--- config.mk ---
export PLATFORM = sky130hd
export DESIGN_NAME = morph_frame_ctrl_flat
export DESIGN_NICKNAME = d
export VERILOG_FILES = /design/src/rtl/morph_frame_ctrl_if.sv /design/src/rtl/morph_frame_ctrl.sv /design/src/flat_wrapper.sv
export SDC_FILE = /design/constraint.sdc
export NUM_CORES = 1
export LEC_CHECK = 0
export ABC_AREA = 1
export BUFFER_PORTS_ARGS = -buffer_cell sky130_fd_sc_hd__buf_2
export CELL_PAD_IN_SITES_DETAIL_PLACEMENT = 0
export CELL_PAD_IN_SITES_GLOBAL_PLACEMENT = 2
export CORE_ASPECT_RATIO = 0.5
export CORE_MARGIN = 2
export CORE_UTILIZATION = 30
export CTS_BUF_LIST = sky130_fd_sc_hd__clkbuf_4 sky130_fd_sc_hd__clkbuf_8 sky130_fd_sc_hd__clkbuf_16
export DETAILED_ROUTE_END_ITERATION = 7
export PLACE_DENSITY_LB_ADDON = 0.1
export SYNTH_ARGS = -nofsm -noshare
export SYNTH_HDL_FRONTEND = slang
export SYNTH_SLANG_ARGS = --single-unit
export TNS_END_PERCENT = 100
--- constraint.sdc ---
create_clock -name clk -period 1.65 [get_ports clk]
set_input_delay 0.0825 -clock clk [delete_from_list [all_inputs] [get_ports clk]]
set_output_delay 0.0825 -clock clk [all_outputs]
set_load 0.01 [all_outputs]
--- src/rtl/morph_frame_ctrl_if.sv ---
// Purpose: bundles the config, video timing and status signals of morph_frame_ctrl.
// Latency: none, this is wiring only.
// Backpressure: none; the video source is free-running.
// Ports: master drives cfg_wr/cfg_mode/in_de/in_hsync/in_vsync and observes status;
//        slave (the controller) sees the opposite directions.
interface morph_frame_ctrl_if #(
  parameter int COL = 1024,
  parameter int ROW = 768
);
  logic                    cfg_wr;
  logic [1:0]              cfg_mode;
  logic                    in_de;
  logic                    in_hsync;
  logic                    in_vsync;
  logic [1:0]              op_sel;
  logic [$clog2(COL)-1:0]  col_cnt;
  logic [$clog2(ROW)-1:0]  row_cnt;
  logic                    border;
  logic                    cfg_pending;
  logic                    frame_done;
  logic                    frame_err;
  logic [1:0]              state;

  modport master (
    output cfg_wr, cfg_mode, in_de, in_hsync, in_vsync,
    input  op_sel, col_cnt, row_cnt, border, cfg_pending,
           frame_done, frame_err, state
  );

  modport slave (
    input  cfg_wr, cfg_mode, in_de, in_hsync, in_vsync,
    output op_sel, col_cnt, row_cnt, border, cfg_pending,
           frame_done, frame_err, state
  );
endinterface

--- src/rtl/morph_frame_ctrl.sv ---
// Purpose: frame-level controller for a 3x3 morphology filter: pixel counters, border flag,
//          frame-synchronous mode switching (bypass/erode/dilate/alternate) and frame status.
// Latency: counters show the current in_de pixel; border, op_sel, frame_err are registered (1 cycle).
// Backpressure: none; the video source cannot be stalled, in_de outside a frame is dropped.
// Ports: clk, rst (sync, active-high); bus (slave modport) carries cfg_wr/cfg_mode,
//        in_de/in_hsync/in_vsync in, and op_sel, col_cnt, row_cnt, border, cfg_pending,
//        frame_done, frame_err, state out.
module morph_frame_ctrl #(
  parameter int COL = 1024,
  parameter int ROW = 768
) (
  input  logic                  clk,
  input  logic                  rst,
  morph_frame_ctrl_if.slave     bus
);

  localparam int CW = $clog2(COL);
  localparam int RW = $clog2(ROW);

  typedef enum logic [1:0] {
    IDLE    = 2'd0,
    WAIT_VS = 2'd1,
    ACTIVE  = 2'd2,
    DONE    = 2'd3
  } state_t;

  state_t          state_q;
  state_t          state_d;

  logic            vs_q;
  logic            vs_edge;
  logic [1:0]      shadow_mode;
  logic [1:0]      active_mode;
  logic [1:0]      new_mode;
  logic [1:0]      op_sel_q;
  logic            parity;
  logic            cfg_pending_q;
  logic            border_q;
  logic            frame_err_q;
  logic            frame_done_c;
  logic [CW-1:0]   col_q;
  logic [RW-1:0]   row_q;
  logic            col_last;
  logic            row_last;
  logic            pix;
  logic            last_pix;

  // Frame start is a rising edge of in_vsync against last cycle's sample.
  assign vs_edge  = bus.in_vsync & ~vs_q;

  assign col_last = (col_q == CW'(COL - 1));
  assign row_last = (row_q == RW'(ROW - 1));

  // A pixel counts only inside a frame; a vsync edge in the same cycle restarts
  // the frame, so that pixel is dropped.
  assign pix      = (state_q == ACTIVE) && bus.in_de && !vs_edge;
  assign last_pix = pix && col_last && row_last;

  // A config write coinciding with the vsync edge takes effect on that edge.
  assign new_mode = bus.cfg_wr ? bus.cfg_mode : shadow_mode;

  // vsync history keeps tracking through reset so a vsync held high across
  // reset release is not mistaken for a new frame.
  always_ff @(posedge clk) begin
    vs_q <= bus.in_vsync;
  end

  // FSM: state register
  always_ff @(posedge clk) begin
    if (rst) begin
      state_q <= IDLE;
    end else begin
      state_q <= state_d;
    end
  end

  // FSM: next-state logic
  always_comb begin
    state_d = state_q;
    case (state_q)
      IDLE:    state_d = WAIT_VS;
      WAIT_VS: if (vs_edge) state_d = ACTIVE;
      ACTIVE:  if (last_pix) state_d = DONE;
      DONE:    state_d = WAIT_VS;
      default: state_d = IDLE;
    endcase
  end

  // FSM: outputs
  always_comb begin
    frame_done_c = 1'b0;
    if (state_q == DONE) begin
      frame_done_c = 1'b1;
    end
  end

  // Pixel counters. They hold the index of the pixel presented this cycle and
  // advance after it; the last pixel wraps both so the next frame starts at 0.
  always_ff @(posedge clk) begin
    if (rst) begin
      col_q <= '0;
      row_q <= '0;
    end else if (vs_edge) begin
      col_q <= '0;
      row_q <= '0;
    end else if (pix) begin
      if (col_last) begin
        col_q <= '0;
        row_q <= row_last ? '0 : row_q + RW'(1);
      end else begin
        col_q <= col_q + CW'(1);
      end
    end
  end

  // Mode shadowing: writes land in the shadow and are only promoted on a vsync
  // edge, so the operation never changes inside a frame.
  always_ff @(posedge clk) begin
    if (rst) begin
      shadow_mode   <= 2'b00;
      active_mode   <= 2'b00;
      cfg_pending_q <= 1'b0;
      parity        <= 1'b0;
    end else begin
      if (bus.cfg_wr) begin
        shadow_mode <= bus.cfg_mode;
      end

      if (vs_edge) begin
        active_mode   <= new_mode;
        cfg_pending_q <= 1'b0;
      end else if (bus.cfg_wr) begin
        cfg_pending_q <= 1'b1;
      end

      // Entering alternate mode always starts on an erode frame.
      if (vs_edge && (new_mode == 2'b11) && (active_mode != 2'b11)) begin
        parity <= 1'b0;
      end else if (state_q == DONE) begin
        parity <= ~parity;
      end
    end
  end

  // Registered status outputs.
  always_ff @(posedge clk) begin
    if (rst) begin
      op_sel_q    <= 2'b00;
      border_q    <= 1'b0;
      frame_err_q <= 1'b0;
    end else begin
      case (active_mode)
        2'b00:   op_sel_q <= 2'b00;
        2'b01:   op_sel_q <= 2'b01;
        2'b10:   op_sel_q <= 2'b10;
        default: op_sel_q <= parity ? 2'b10 : 2'b01;
      endcase
      border_q    <= pix && ((col_q == '0) || col_last || (row_q == '0) || row_last);
      // A new vsync edge before the last pixel means the frame was truncated.
      frame_err_q <= (state_q == ACTIVE) && vs_edge;
    end
  end

  assign bus.op_sel      = op_sel_q;
  assign bus.col_cnt     = col_q;
  assign bus.row_cnt     = row_q;
  assign bus.border      = border_q;
  assign bus.cfg_pending = cfg_pending_q;
  assign bus.frame_done  = frame_done_c;
  assign bus.frame_err   = frame_err_q;
  assign bus.state       = state_q;

endmodule

--- src/flat_wrapper.sv ---
// flat-port wrapper written by rule: the top's interface ports become plain ports
module morph_frame_ctrl_flat 
#(
  parameter int COL = 1024,
  parameter int ROW = 768
)
  (clk, rst, bus_cfg_wr, bus_cfg_mode, bus_in_de, bus_in_hsync, bus_in_vsync, bus_op_sel, bus_col_cnt, bus_row_cnt, bus_border, bus_cfg_pending, bus_frame_done, bus_frame_err, bus_state);
  morph_frame_ctrl_if #(.COL(COL), .ROW(ROW)) bus_i ();
  input  logic clk;
  input  logic rst;
  input wire logic [$bits(bus_i.cfg_wr)-1:0] bus_cfg_wr;
  input wire logic [$bits(bus_i.cfg_mode)-1:0] bus_cfg_mode;
  input wire logic [$bits(bus_i.in_de)-1:0] bus_in_de;
  input wire logic [$bits(bus_i.in_hsync)-1:0] bus_in_hsync;
  input wire logic [$bits(bus_i.in_vsync)-1:0] bus_in_vsync;
  output wire logic [$bits(bus_i.op_sel)-1:0] bus_op_sel;
  output wire logic [$bits(bus_i.col_cnt)-1:0] bus_col_cnt;
  output wire logic [$bits(bus_i.row_cnt)-1:0] bus_row_cnt;
  output wire logic [$bits(bus_i.border)-1:0] bus_border;
  output wire logic [$bits(bus_i.cfg_pending)-1:0] bus_cfg_pending;
  output wire logic [$bits(bus_i.frame_done)-1:0] bus_frame_done;
  output wire logic [$bits(bus_i.frame_err)-1:0] bus_frame_err;
  output wire logic [$bits(bus_i.state)-1:0] bus_state;
  assign bus_i.cfg_wr = bus_cfg_wr;
  assign bus_i.cfg_mode = bus_cfg_mode;
  assign bus_i.in_de = bus_in_de;
  assign bus_i.in_hsync = bus_in_hsync;
  assign bus_i.in_vsync = bus_in_vsync;
  assign bus_op_sel = bus_i.op_sel;
  assign bus_col_cnt = bus_i.col_cnt;
  assign bus_row_cnt = bus_i.row_cnt;
  assign bus_border = bus_i.border;
  assign bus_cfg_pending = bus_i.cfg_pending;
  assign bus_frame_done = bus_i.frame_done;
  assign bus_frame_err = bus_i.frame_err;
  assign bus_state = bus_i.state;
  morph_frame_ctrl #(.COL(COL), .ROW(ROW)) u_core (.clk(clk), .rst(rst), .bus(bus_i));
endmodule
# After elaboration in Yosys (flattened, before gate mapping)
# Cells that the tools add are included.
# word_totals
inputBits	8
wordCells	57
n_memories	0
latch_bits	0
romBits	0
ramBits	0
output_inout_bits	28
regBits	33
# op_classes
mul	0
n_addsub	2
n_reduce_logical	21
div_mod_pow	0
bitwise	3
n_lt_le_gt_ge	0
n_eq_ne	11
n_mux	9
n_shift	0
# op_table
cell	n
$add 10x1->10 const B	2
$eq 10x10->1 const B	2
$logic_not 10->1	2
$mux 10	2
$pmux 2 s3	2
$eq 2x2->1 const B	4
$logic_and 1x1->1	8
$mux 2	4
$reduce_or 2->1	3
$eq 2x1->1 const B	2
$logic_not 2->1	2
$ne 2x1->1 const B	2
$reduce_and 2->1	2
$logic_or 1x1->1	3
$ne 2x2->1 const B	1
$not 1->1	2
$and 1x1->1	1
$logic_not 1->1	1
$mux 1	1

# Depth between registers and ports, before layout
# Gate-level depths: netlist (run 1).
# logic_depth
depth_word	8
ltp_mapped	10

# Least setup slack after synthesis (run 1)
# Ideal clock, no wire load.
# synth_timing
path_type	register to register
start	register u_core.col_q[0] (netlist: u_core.bus.col_cnt[0])
end	register u_core.state_q[0] (netlist: u_core.bus.state[0])
required_ns	1.535
n_path_buf	0
stages_incl_launch_ff	11
arrival_time_ns	1.452
setup_slack_ns	0.083
path_cell_list	dfxtp_1 -> ha_1 -> inv_1 -> nor2_4 -> nand3_4 -> nor2_4 -> nand2_1 -> nand2_1 -> nand3_1 -> nand2_1 -> nor2_1
# synth_via
elab_chain_len	5
# synth_rtl
element	line_no	source
start, declared	morph_frame_ctrl.sv:41	logic [CW-1:0] col_q;
start signal, assigned	morph_frame_ctrl.sv:111	col_q <= col_q + CW'(1);
$eq 10x10->1	morph_frame_ctrl.sv:51	assign col_last = (col_q == CW'(COL - 1));
$logic_and 1x1->1 (2 in a row)	morph_frame_ctrl.sv:57	assign last_pix = pix && col_last && row_last;
$ne 2x1->1 (no source line)	--	
$reduce_and 2->1 (no source line)	--	
end signal, assigned	morph_frame_ctrl.sv:73	state_q <= state_d;
end, declared	morph_frame_ctrl.sv:27	state_t state_q;
# Every way passes these cells.
# A chain may end at the register's enable or synchronous reset.

# Final worst setup path (run 1)
# layout_timing
start	register u_core.col_q[0] (netlist: u_core.bus.col_cnt[0])
end	register u_core.row_q[1] (netlist: u_core.bus.row_cnt[1])
# layout_via
elab_chain_len	2
# layout_rtl
element	line_no	source
$eq 10x10->1	morph_frame_ctrl.sv:51	
$reduce_and 2->1 (no source line)	--	
end signal, assigned	morph_frame_ctrl.sv:109	row_q <= row_last ? '0 : row_q + RW'(1);
end, declared	morph_frame_ctrl.sv:42	logic [RW-1:0] row_q;
# Every way passes these cells.

==> results of run 1 <==
[timing repair]
item,4_1_cts,5_1_grt
resized for setup,0,8
setup buffers,0,1
setup endpoints to repair,0,12
hold endpoints to repair,1,0
hold buffers,1,0
[flip-flops by register name, summed over array words and instances (netlist names)]
| signal | cells |
|---|---|
| u_core.bus.col_cnt | 10 |
| u_core.bus.row_cnt | 10 |
| u_core.active_mode | 2 |
| u_core.bus.op_sel | 2 |
| u_core.bus.state | 2 |
| u_core.shadow_mode | 2 |
| u_core.bus.border | 1 |
| u_core.bus.cfg_pending | 1 |
| u_core.bus.frame_err | 1 |
| u_core.parity | 1 |
| u_core.vs_q | 1 |
[routing by layer]
layer,GRT usage (%),vias up,part of all wire [%]
met2,24.5,24,45
met5,0,-,0
li1,-,906,-
met3,4.57,2,4.9
met4,4.29,0,0.51
met1,20.2,786,49
[logic make-up (layout without fill, tap and decap cells)]
group | Yosys count | after routing
AOI/OAI and AO/OA | 27 | 27
buffers and inverters | 28 | 93
adders and majority gates | 8 | 8
DFF | 33 | 33
and+or+nand+nor | 133 | 133
xor gates and xnor gates | 6 | 6
[critical path, delay by kind of cell (launching register included)]
kind | cells | cell delay [ps]
buffers and inverters | 1 | 70
adder cells (fa/ha/maj) | 1 | 200
flip-flops | 1 | 340
AO/OA/AOI/OAI | 1 | 90
AND/OR/NAND/NOR | 5 | 690
[synth_stat cells]
| cell type | number |
|---|---|
| nand3_1 | 16 |
| a21oi_1 | 15 |
| or2_2 | 1 |
| nand4_1 | 10 |
| xnor2_1 | 2 |
| nor2_4 | 4 |
| nand3_4 | 1 |
| a211oi_1 | 3 |
| nor4_1 | 3 |
| a31oi_1 | 1 |
| dfxtp_1 | 33 |
| nor3b_2 | 1 |
| nor3_1 | 7 |
| nor2_1 | 31 |
| nor2_2 | 1 |
| o22ai_1 | 1 |
| ha_1 | 8 |
| xor2_1 | 4 |
| nand2_2 | 2 |
| o21ai_2 | 1 |
| nand2_4 | 1 |
| buf_2 | 1 |
| nand3_2 | 1 |
| nor3b_1 | 2 |
| o21ai_0 | 6 |
| nand2_1 | 52 |
| inv_1 | 27 |
[area by class of cell]
class | instances | area [um^2]
Fill cell | 613 | 3160
Multi-Input combinational cell | 174 | 968
Sequential cell | 33 | 661
Timing Repair Buffer | 58 | 353
Clock buffer | 7 | 153
Inverter | 27 | 101
Tap cell | 73 | 91.3
Clock inverter | 1 | 5.00
[power by group]
part	internal [mW]	total, mW	switching [mW]
registers	0.840	0.862	0.0213
logic	0.150	0.358	0.208
clock network	0.638	0.966	0.328
total	1.63	2.19	0.557
[final timing paths]
check                                       end  slack (ps)  cells past startpoint
max          u_core.bus.row_cnt[1]$_SDFFE_PP0P_         150                      8
min             u_core.bus.op_sel[1]$_SDFF_PP0_          60                      2
max reg2reg  u_core.bus.row_cnt[1]$_SDFFE_PP0P_         150                      8
min reg2reg    u_core.shadow_mode[1]$_SDFF_PP0_         470                      2
[stage by stage]
stage	area, um^2	TNS, ps	utilization [%]	power [mW]
4_1_cts	2300	0	41.9	2.21
6_report	2330	0	42.5	2.19
3_5_place_dp	2130	0	38.9	1.23
5_1_grt	2330	-5.22	42.5	2.31
2_1_floorplan	1710	0	-	1.09
3_3_place_gp	2130	0	38.9	1.22
==> impl_metrics.toml, run 1 <==
[synth]
synthTopCellsByArea = "dfxtp_1 (39%), nand2_1 (11%), nor2_1 (6.8%)"
ys_seq_area_share_pct = 38.6
synth_top_family_by_area = "simple AND/OR/NAND/NOR gates"
yosys.area_share.adder_pct = 5.84
synth.net_count = 251
synth_top_area_share_pct = 38.6
synth_compound_area_share_pct = 8.69
synth_simple_gate_area_share_pct = 37.6
synth_top_area_cell = "dfxtp_1"
ys_ff_latch = 33
synth.distinct_cells = 27
synth.avg_cell_area_um2 = 7.29
synth_mux_area_share_pct = 0
syn_inst = 235
synthXorXnorAreaFrac_pct = 3.07
netlist_area_um2 = 1710
yosys_warnings = 0

[power]
peakVddDrop_v = 0.000493
p_per_area_nw_per_um2 = 937
p_leak_nw = 1.03

[sta]
max_freq_mhz = 668
drv_slew = 0
worst_slack_ps = 153
min_period_ps = 1500
finalHoldViolations = 0
worst_hold_slack_ps = 56.3
slew_headroom_pct = 74.1
worst_pin_slew_ps = 388
fin_worst_skew_ps = 5.51
period_share_pct = 90.8
finalSetupViolCount = 0

[die]
die_h_um = 57.4
die_w_um = 111
ioPinCount = 36
core-area_um2 = 5490
rows = 19
initial_core_util_pct = 31.2
dieArea_um2 = 6370

[placement]
dp_hpwl_mm = 3.49
io_buffer_count = 34
gp_congestion = 0.847
dp.cells = 363
dp_slack_ps = 104

[finish]
mostFrequentLayoutCell = "nand2_1"
syn_to_final_growth_pct = 36.2
instances_no_fill = 373
final_cell_mix = "nand2_1 (51), buf_2 (34), dfxtp_1 (33), nor2_1 (31), inv_1 (26)"
drive_gt1_share_pct = 28.0
nNetsFinal = 315
diodes = 0

[run]
drv_cap = 0

[grt]
grt_pass1_wl_mm = 7.64
overflow = 0
grt_max_degree = 12
antenna_found_initial = 0
grt_pass1_vias = 1663
track_usage_pct = 15.3

[clocking]
htreeDepth = 2
root_buffer = "clkbuf_16"
numCtsBuffers = 5
clkLatencyLatePin_ps = 270
cts.path.max_buffers = 2
cts_tree = "done"
clk_pin_slew_worst_paths_ps = 60
cts_sinks = 33

[critical_path]
crit_start = "u_core.bus.col_cnt[0]$_SDFFE_PP0P_"
critical_path_class = "reg2reg"
r2r-start = "u_core.bus.col_cnt[0]$_SDFFE_PP0P_"
path_common_cell = "nor2_4"
cp_slowest_stage_delay_ps = 340
crit_required_ps = 1810
start_kind = "flop"
arrival_ps = 1650
crit_path_cell_trace = "ha_2 -> inv_2 -> nor2_4 -> nand2_2 -> nor2_4 -> nand2_4 -> nand2_1 -> o22ai_1"
path_max_fanout = 6
slowest_stage = "dfxtp_1"
worst_setup_path_end_kind = "flop"

[outcome]
outcome = "finished, final reports clean"

[hold_path]
hp-start = "rst"
hold_path_class = "in2reg"

[drt]
drt_first_pass_iters = 4
routedWlPerCell_um = 12.2
ant_nets = 0
vias = 1718
drtIter0Drc = 145
drc = 0
vias_per_cell = 4.61
wirelength_mm = 4.54
(Power assumes the default switching activity.)
==> inputs of run 2 (changes only) <==
--- a/config.mk
+++ b/config.mk
@@ -13,8 +13,9 @@
 export CORE_MARGIN = 2
 export CORE_UTILIZATION = 30
 export CTS_BUF_LIST = sky130_fd_sc_hd__clkbuf_4 sky130_fd_sc_hd__clkbuf_8 sky130_fd_sc_hd__clkbuf_16
+export CTS_CLUSTER_SIZE = 10
 export DETAILED_ROUTE_END_ITERATION = 7
-export PLACE_DENSITY_LB_ADDON = 0.1
+export PLACE_DENSITY = 0.82
 export SYNTH_ARGS = -nofsm -noshare
 export SYNTH_HDL_FRONTEND = slang
 export SYNTH_SLANG_ARGS = --single-unit
==> run 2 against run 1 <==
Net effect: combinational power up 5%; core utilization rose by 0.96 points; clock skew down 2.5 ps; routed wire length shrank 3.1%; hold slack worse by 1.7 ps; final cell count grew 0.27%; sequential cell count is the same; die area is the same; maximum frequency shrank 1.3%; clock-buffer cell count down 2; global-route usage down 0.54 points.
==> impl_metrics.toml, run 2 (same netlist as run 1, synthesis figures left out) <==
[critical_path]
r2r_cells = 8
path_max_fanout = 6
critical_path_class = "reg2reg"
arrival_ps = 1680
path_buf_inv = 1
r2r_end = "u_core.bus.row_cnt[7]$_SDFFE_PP0P_"
slowest_stage = "dfxtp_1"
critical_path.top_delay_family = "simple AND/OR/NAND/NOR gates"
r2r-start = "u_core.bus.col_cnt[0]$_SDFFE_PP0P_"
cp_slowest_stage_delay_ps = 340
crit_path_cell_trace = "ha_2 -> inv_1 -> nor2_4 -> nand2_2 -> nor2_4 -> nand2_4 -> nor3_1 -> nor3b_2"
crit_required_ps = 1810
start_kind = "flop"
ff2ff_setup_slack_ps = 130
path_common_cell = "nor2_4"
worst_setup_path_end_kind = "flop"

[drt]
routedWlPerCell_um = 11.7
ant_nets = 0
drtIter0Drc = 78
vias = 1700
wirelength_mm = 4.39
drc = 0
vias_per_cell = 4.55
drt_first_pass_iters = 4

[power]
switching_share_pct = 23.7
p_per_area_nw_per_um2 = 1030
peakVddDrop_v = 0.000567
p_leak_nw = 1.06
p_clk_share_pct = 49.3
pwr-share-seq_pct = 35.3
combPwrFrac_pct = 15.4
p_switching_mw = 0.579
intPower_mw = 1.87

[sta]
min_period_ps = 1520
drv_slew = 0
worst_slack_ps = 132
rsz0062_at_grt = "no"
finalSetupViolCount = 0
slew_headroom_pct = 74.9
worst_pin_slew_ps = 376
tns_ps = 0
period_share_pct = 92.0
finalHoldViolations = 0
max_freq_mhz = 659
worst_hold_slack_ps = 54.6
fin_worst_skew_ps = 2.97

[finish]
nNetsFinal = 316
diodes = 0
syn_to_final_growth_pct = 39.2
drive_gt1_share_pct = 27.6
mostFrequentLayoutCell = "nand2_1"
instances_no_fill = 374
final_cell_mix = "nand2_1 (51), buf_2 (34), dfxtp_1 (33), nor2_1 (31), inv_1 (27)"

[die]
initial_core_util_pct = 31.2
rows = 19
die_h_um = 57.4
core-area_um2 = 5490
die_w_um = 111
ioPinCount = 36
dieArea_um2 = 6370

[clocking]
cts.path.max_buffers = 2
root_buffer = "clkbuf_16"
clk_pin_slew_worst_paths_ps = 50
cts_tree = "done"
htreeDepth = 2
clkLatencyLatePin_ps = 280
cts_sinks = 33
numCtsBuffers = 5

[hold_path]
hp-start = "rst"
hold_path_class = "in2reg"
min_path_cells = 2
hold-path-endpoint = "u_core.bus.op_sel[1]$_SDFF_PP0_"

[placement]
gp_congestion = 0.874
dp_slack_ps = 86.2
dp_hpwl_mm = 3.45
dp.cells = 364
io_buffer_count = 34

[grt]
grt_pass1_wl_mm = 7.47
grt_pass1_vias = 1545
antenna_found_initial = 0
overflow = 0
grt_max_degree = 12
track_usage_pct = 14.7

[outcome]
outcome = "finished, final reports clean"

[run]
drv_cap = 0
==> run 2: how the worst max path moves through the flow <==
stage | slack (ps) | cells past startpoint | start | to
floorplan | 80 | 10 | u_core.bus.col_cnt[0]$_SDFFE_PP0P_ | u_core.bus.state[0]$_SDFFE_PP0P_
global placement | 100 | 6 | u_core.bus.row_cnt[1]$_SDFFE_PP0P_ | u_core.bus.row_cnt[4]$_SDFFE_PP0P_
detailed placement | 90 | 7 | u_core.bus.state[0]$_SDFFE_PP0P_ | u_core.bus.col_cnt[4]$_SDFFE_PP0P_
CTS | 60 | 6 | u_core.bus.row_cnt[1]$_SDFFE_PP0P_ | u_core.bus.row_cnt[4]$_SDFFE_PP0P_
global route | 20 | 8 | u_core.bus.col_cnt[1]$_SDFFE_PP0P_ | u_core.bus.row_cnt[7]$_SDFFE_PP0P_
finish | 130 | 8 | u_core.bus.col_cnt[0]$_SDFFE_PP0P_ | u_core.bus.row_cnt[7]$_SDFFE_PP0P_
==> run 2: repair_timing <==
action,4_1_cts,5_1_grt
hold buffers,1,0
hold endpoints to repair,1,0
resized for setup,0,8
setup endpoints to repair,0,16
buffers inserted,0,1
==> run 2: worst register-to-register path, delay by kind of cell (launching register included) <==
family	cells	cell delay (ps)
buffers and inverters	1	100
adders and majority gates	1	200
DFF	1	340
and+or+nand+nor	6	760
==> run 2: cell type report <==
| class | instances | area [um^2] |
|---|---|---|
| Inverter | 27 | 101 |
| Timing Repair Buffer | 59 | 360 |
| Sequential cell | 33 | 661 |
| Tap cell | 73 | 91.3 |
| Multi-Input combinational cell | 174 | 981 |
| Clock inverter | 3 | 65.1 |
| Fill cell | 570 | 3110 |
| Clock buffer | 5 | 125 |
==> run 2: power by group through the flow <==
stage	logic [mW]	clock network, mW	registers, mW
floorplan	0.179	0	0.907
CTS	0.354	1.24	0.859
finish	0.377	1.21	0.863
global placement	0.340	0	0.876
global route	0.435	1.28	0.869
detailed placement	0.350	0	0.876
==> run 2: per-stage QoR <==
| stage | utilization [%] | total power, mW | cell area (um^2) |
|---|---|---|---|
| floorplan | - | 1.09 | 1710 |
| global placement | 39.0 | 1.22 | 2140 |
| detailed placement | 39.0 | 1.23 | 2140 |
| CTS | 42.7 | 2.45 | 2340 |
| global route | 43.4 | 2.59 | 2380 |
| finish | 43.4 | 2.45 | 2380 |
==> run 2: layer usage <==
metal | track usage (%) | share of wire [%] | up-vias
met4 | 5.36 | 1.2 | 0
met3 | 3.61 | 3.9 | 5
li1 | - | - | 912
met1 | 21.6 | 55 | 751
met5 | 0 | 0 | -
met2 | 20.9 | 40 | 32
==> inputs of run 3 (changes only) <==
--- a/config.mk
+++ b/config.mk
@@ -7,15 +7,14 @@
 export LEC_CHECK = 0
 export ABC_AREA = 1
 export BUFFER_PORTS_ARGS = -buffer_cell sky130_fd_sc_hd__buf_2
-export CELL_PAD_IN_SITES_DETAIL_PLACEMENT = 0
-export CELL_PAD_IN_SITES_GLOBAL_PLACEMENT = 2
 export CORE_ASPECT_RATIO = 0.5
 export CORE_MARGIN = 2
-export CORE_UTILIZATION = 30
+export CORE_UTILIZATION = 54
 export CTS_BUF_LIST = sky130_fd_sc_hd__clkbuf_4 sky130_fd_sc_hd__clkbuf_8 sky130_fd_sc_hd__clkbuf_16
 export CTS_CLUSTER_SIZE = 10
 export DETAILED_ROUTE_END_ITERATION = 7
 export PLACE_DENSITY = 0.82
+export SETUP_SLACK_MARGIN = 0.5
 export SYNTH_ARGS = -nofsm -noshare
 export SYNTH_HDL_FRONTEND = slang
 export SYNTH_SLANG_ARGS = --single-unit
==> run 3 against run 2 <==
Net effect: setup slack worse by 120 ps; critical path depth up 1; cell area up 13%; routed wire length up 71%.
==> impl_metrics.toml, run 3 (same netlist as run 1, synthesis figures left out) <==
[outcome]
outcome = "finished, final reports clean"

[hold_path]
hold_path_class = "in2reg"
hp-start = "rst"

[drt]
routedWlPerCell_um = 21.0
vias_per_cell = 6.52
drtIter0Drc = 182
drc = 0
vias = 2329
ant_nets = 0
wirelength_mm = 7.50
drt_first_pass_iters = 6

[clocking]
clkLatencyLatePin_ps = 300
cts.path.max_buffers = 2
numCtsBuffers = 5
cts_tree = "done"
clk_pin_slew_worst_paths_ps = 80
cts_sinks = 33
root_buffer = "clkbuf_8"
htreeDepth = 2

[placement]
io_buffer_count = 34
gp_congestion = 0.980
dp_slack_ps = 89.3
dp_hpwl_mm = 3.08

[sta]
period_share_pct = 99.0
slew_headroom_pct = 65.0
worst_pin_slew_ps = 520
tns_ps = 0
finalHoldViolations = 0
rsz0062_at_grt = "yes"
max_freq_mhz = 612
worst_hold_slack_ps = 41.3
finalSetupViolCount = 0
drv_slew = 0
fin_worst_skew_ps = 13.6
worst_slack_ps = 16.5
min_period_ps = 1630

[die]
ioPinCount = 36
die_h_um = 43.8
die_w_um = 83.7
rows = 14
dieArea_um2 = 3670
initial_core_util_pct = 56.9
core-area_um2 = 3010

[finish]
nNetsFinal = 332
multi_input_area_um2 = 1210
regArea_um2 = 703
nFillCells = 118
drive_gt1_share_pct = 51.4
diodes = 0
final_cell_mix = "nand2_1 (40), buf_2 (33), buf_4 (29), nor2_1 (25), inv_1 (20)"
syn_to_final_growth_pct = 57.3
mostFrequentLayoutCell = "nand2_1"

[power]
p_leak_nw = 1.14
peakVddDrop_v = 0.000717
p_per_area_nw_per_um2 = 774

[grt]
grt_pass1_wl_mm = 9.20
grt_max_degree = 11
antenna_found_initial = 0
grt_pass1_vias = 1971
track_usage_pct = 32.6
overflow = 0

[critical_path]
worst_setup_path_end_kind = "flop"
critical_path_class = "reg2reg"
crit_start = "u_core.bus.row_cnt[3]$_SDFFE_PP0P_"
crit_required_ps = 1840
r2r-start = "u_core.bus.row_cnt[3]$_SDFFE_PP0P_"
ff2ff_setup_slack_ps = 20
path_max_fanout = 6
arrival_ps = 1820
start_kind = "flop"

[run]
drv_cap = 0
run 3: worst max-delay path, stage by stage, from the launching register on:
cell and delay, ps:
dfxtp_4 400, nand2_1 150, nor2_2 220, nand3_2 120, nor2_2 180, nand2_2 90
nand2_4 90, nand3_2 100, nand2_1 120, nor2_1 70
run 3: final timing paths:
check,depth (start not counted),end
worst min register to register,2,u_core.bus.cfg_pending$_SDFFE_PP0P_
worst min-delay path,2,u_core.bus.op_sel[1]$_SDFF_PP0_
worst max-delay path,9,u_core.bus.state[0]$_SDFFE_PP0P_
worst max register to register,9,u_core.bus.state[0]$_SDFFE_PP0P_
run 3: power breakdown:
group	switching, mW	total (mW)	internal, mW
Clock	0.329	0.639	0.309
Combinational	0.312	0.558	0.247
Sequential	0.0455	0.887	0.841
run 3: timing repair:
action                                 4_1_cts  5_1_grt
buffers inserted                            22       10
gates resized for setup                     29       51
pin swaps                                   18       21
hold buffers                                 1        0
endpoints found under the hold margin        1        0
setup endpoints to repair                   25       26
run 3: cell type report:
type                       instances  share of cell area [%]
clock buffer                       6                    2.83
clock inverter                     2                   0.372
inverter                          27                    4.04
multi-input combinational        174                    44.9
sequential                        33                    26.1
tap                               40                    1.86
timing repair buffer              75                    19.9
run 3: layer usage:
metal / part of all wire (%) / global-route usage, %
met1: 35 / 38.6
met5: 0 / 0
met3: 12 / 9.71
met2: 43 / 56.8
met4: 9.3 / 13.9
run 3: stage by stage:
stage,instance area (um^2),instances,power (mW),utilization [%]
4_1_cts,2420,347,1.92,80.4
2_1_floorplan,1780,235,1.14,-
6_report,2690,357,2.08,89.4
5_1_grt,2690,357,2.13,89.4
3_3_place_gp,2060,316,1.22,68.3
3_5_place_dp,2060,316,1.25,68.3
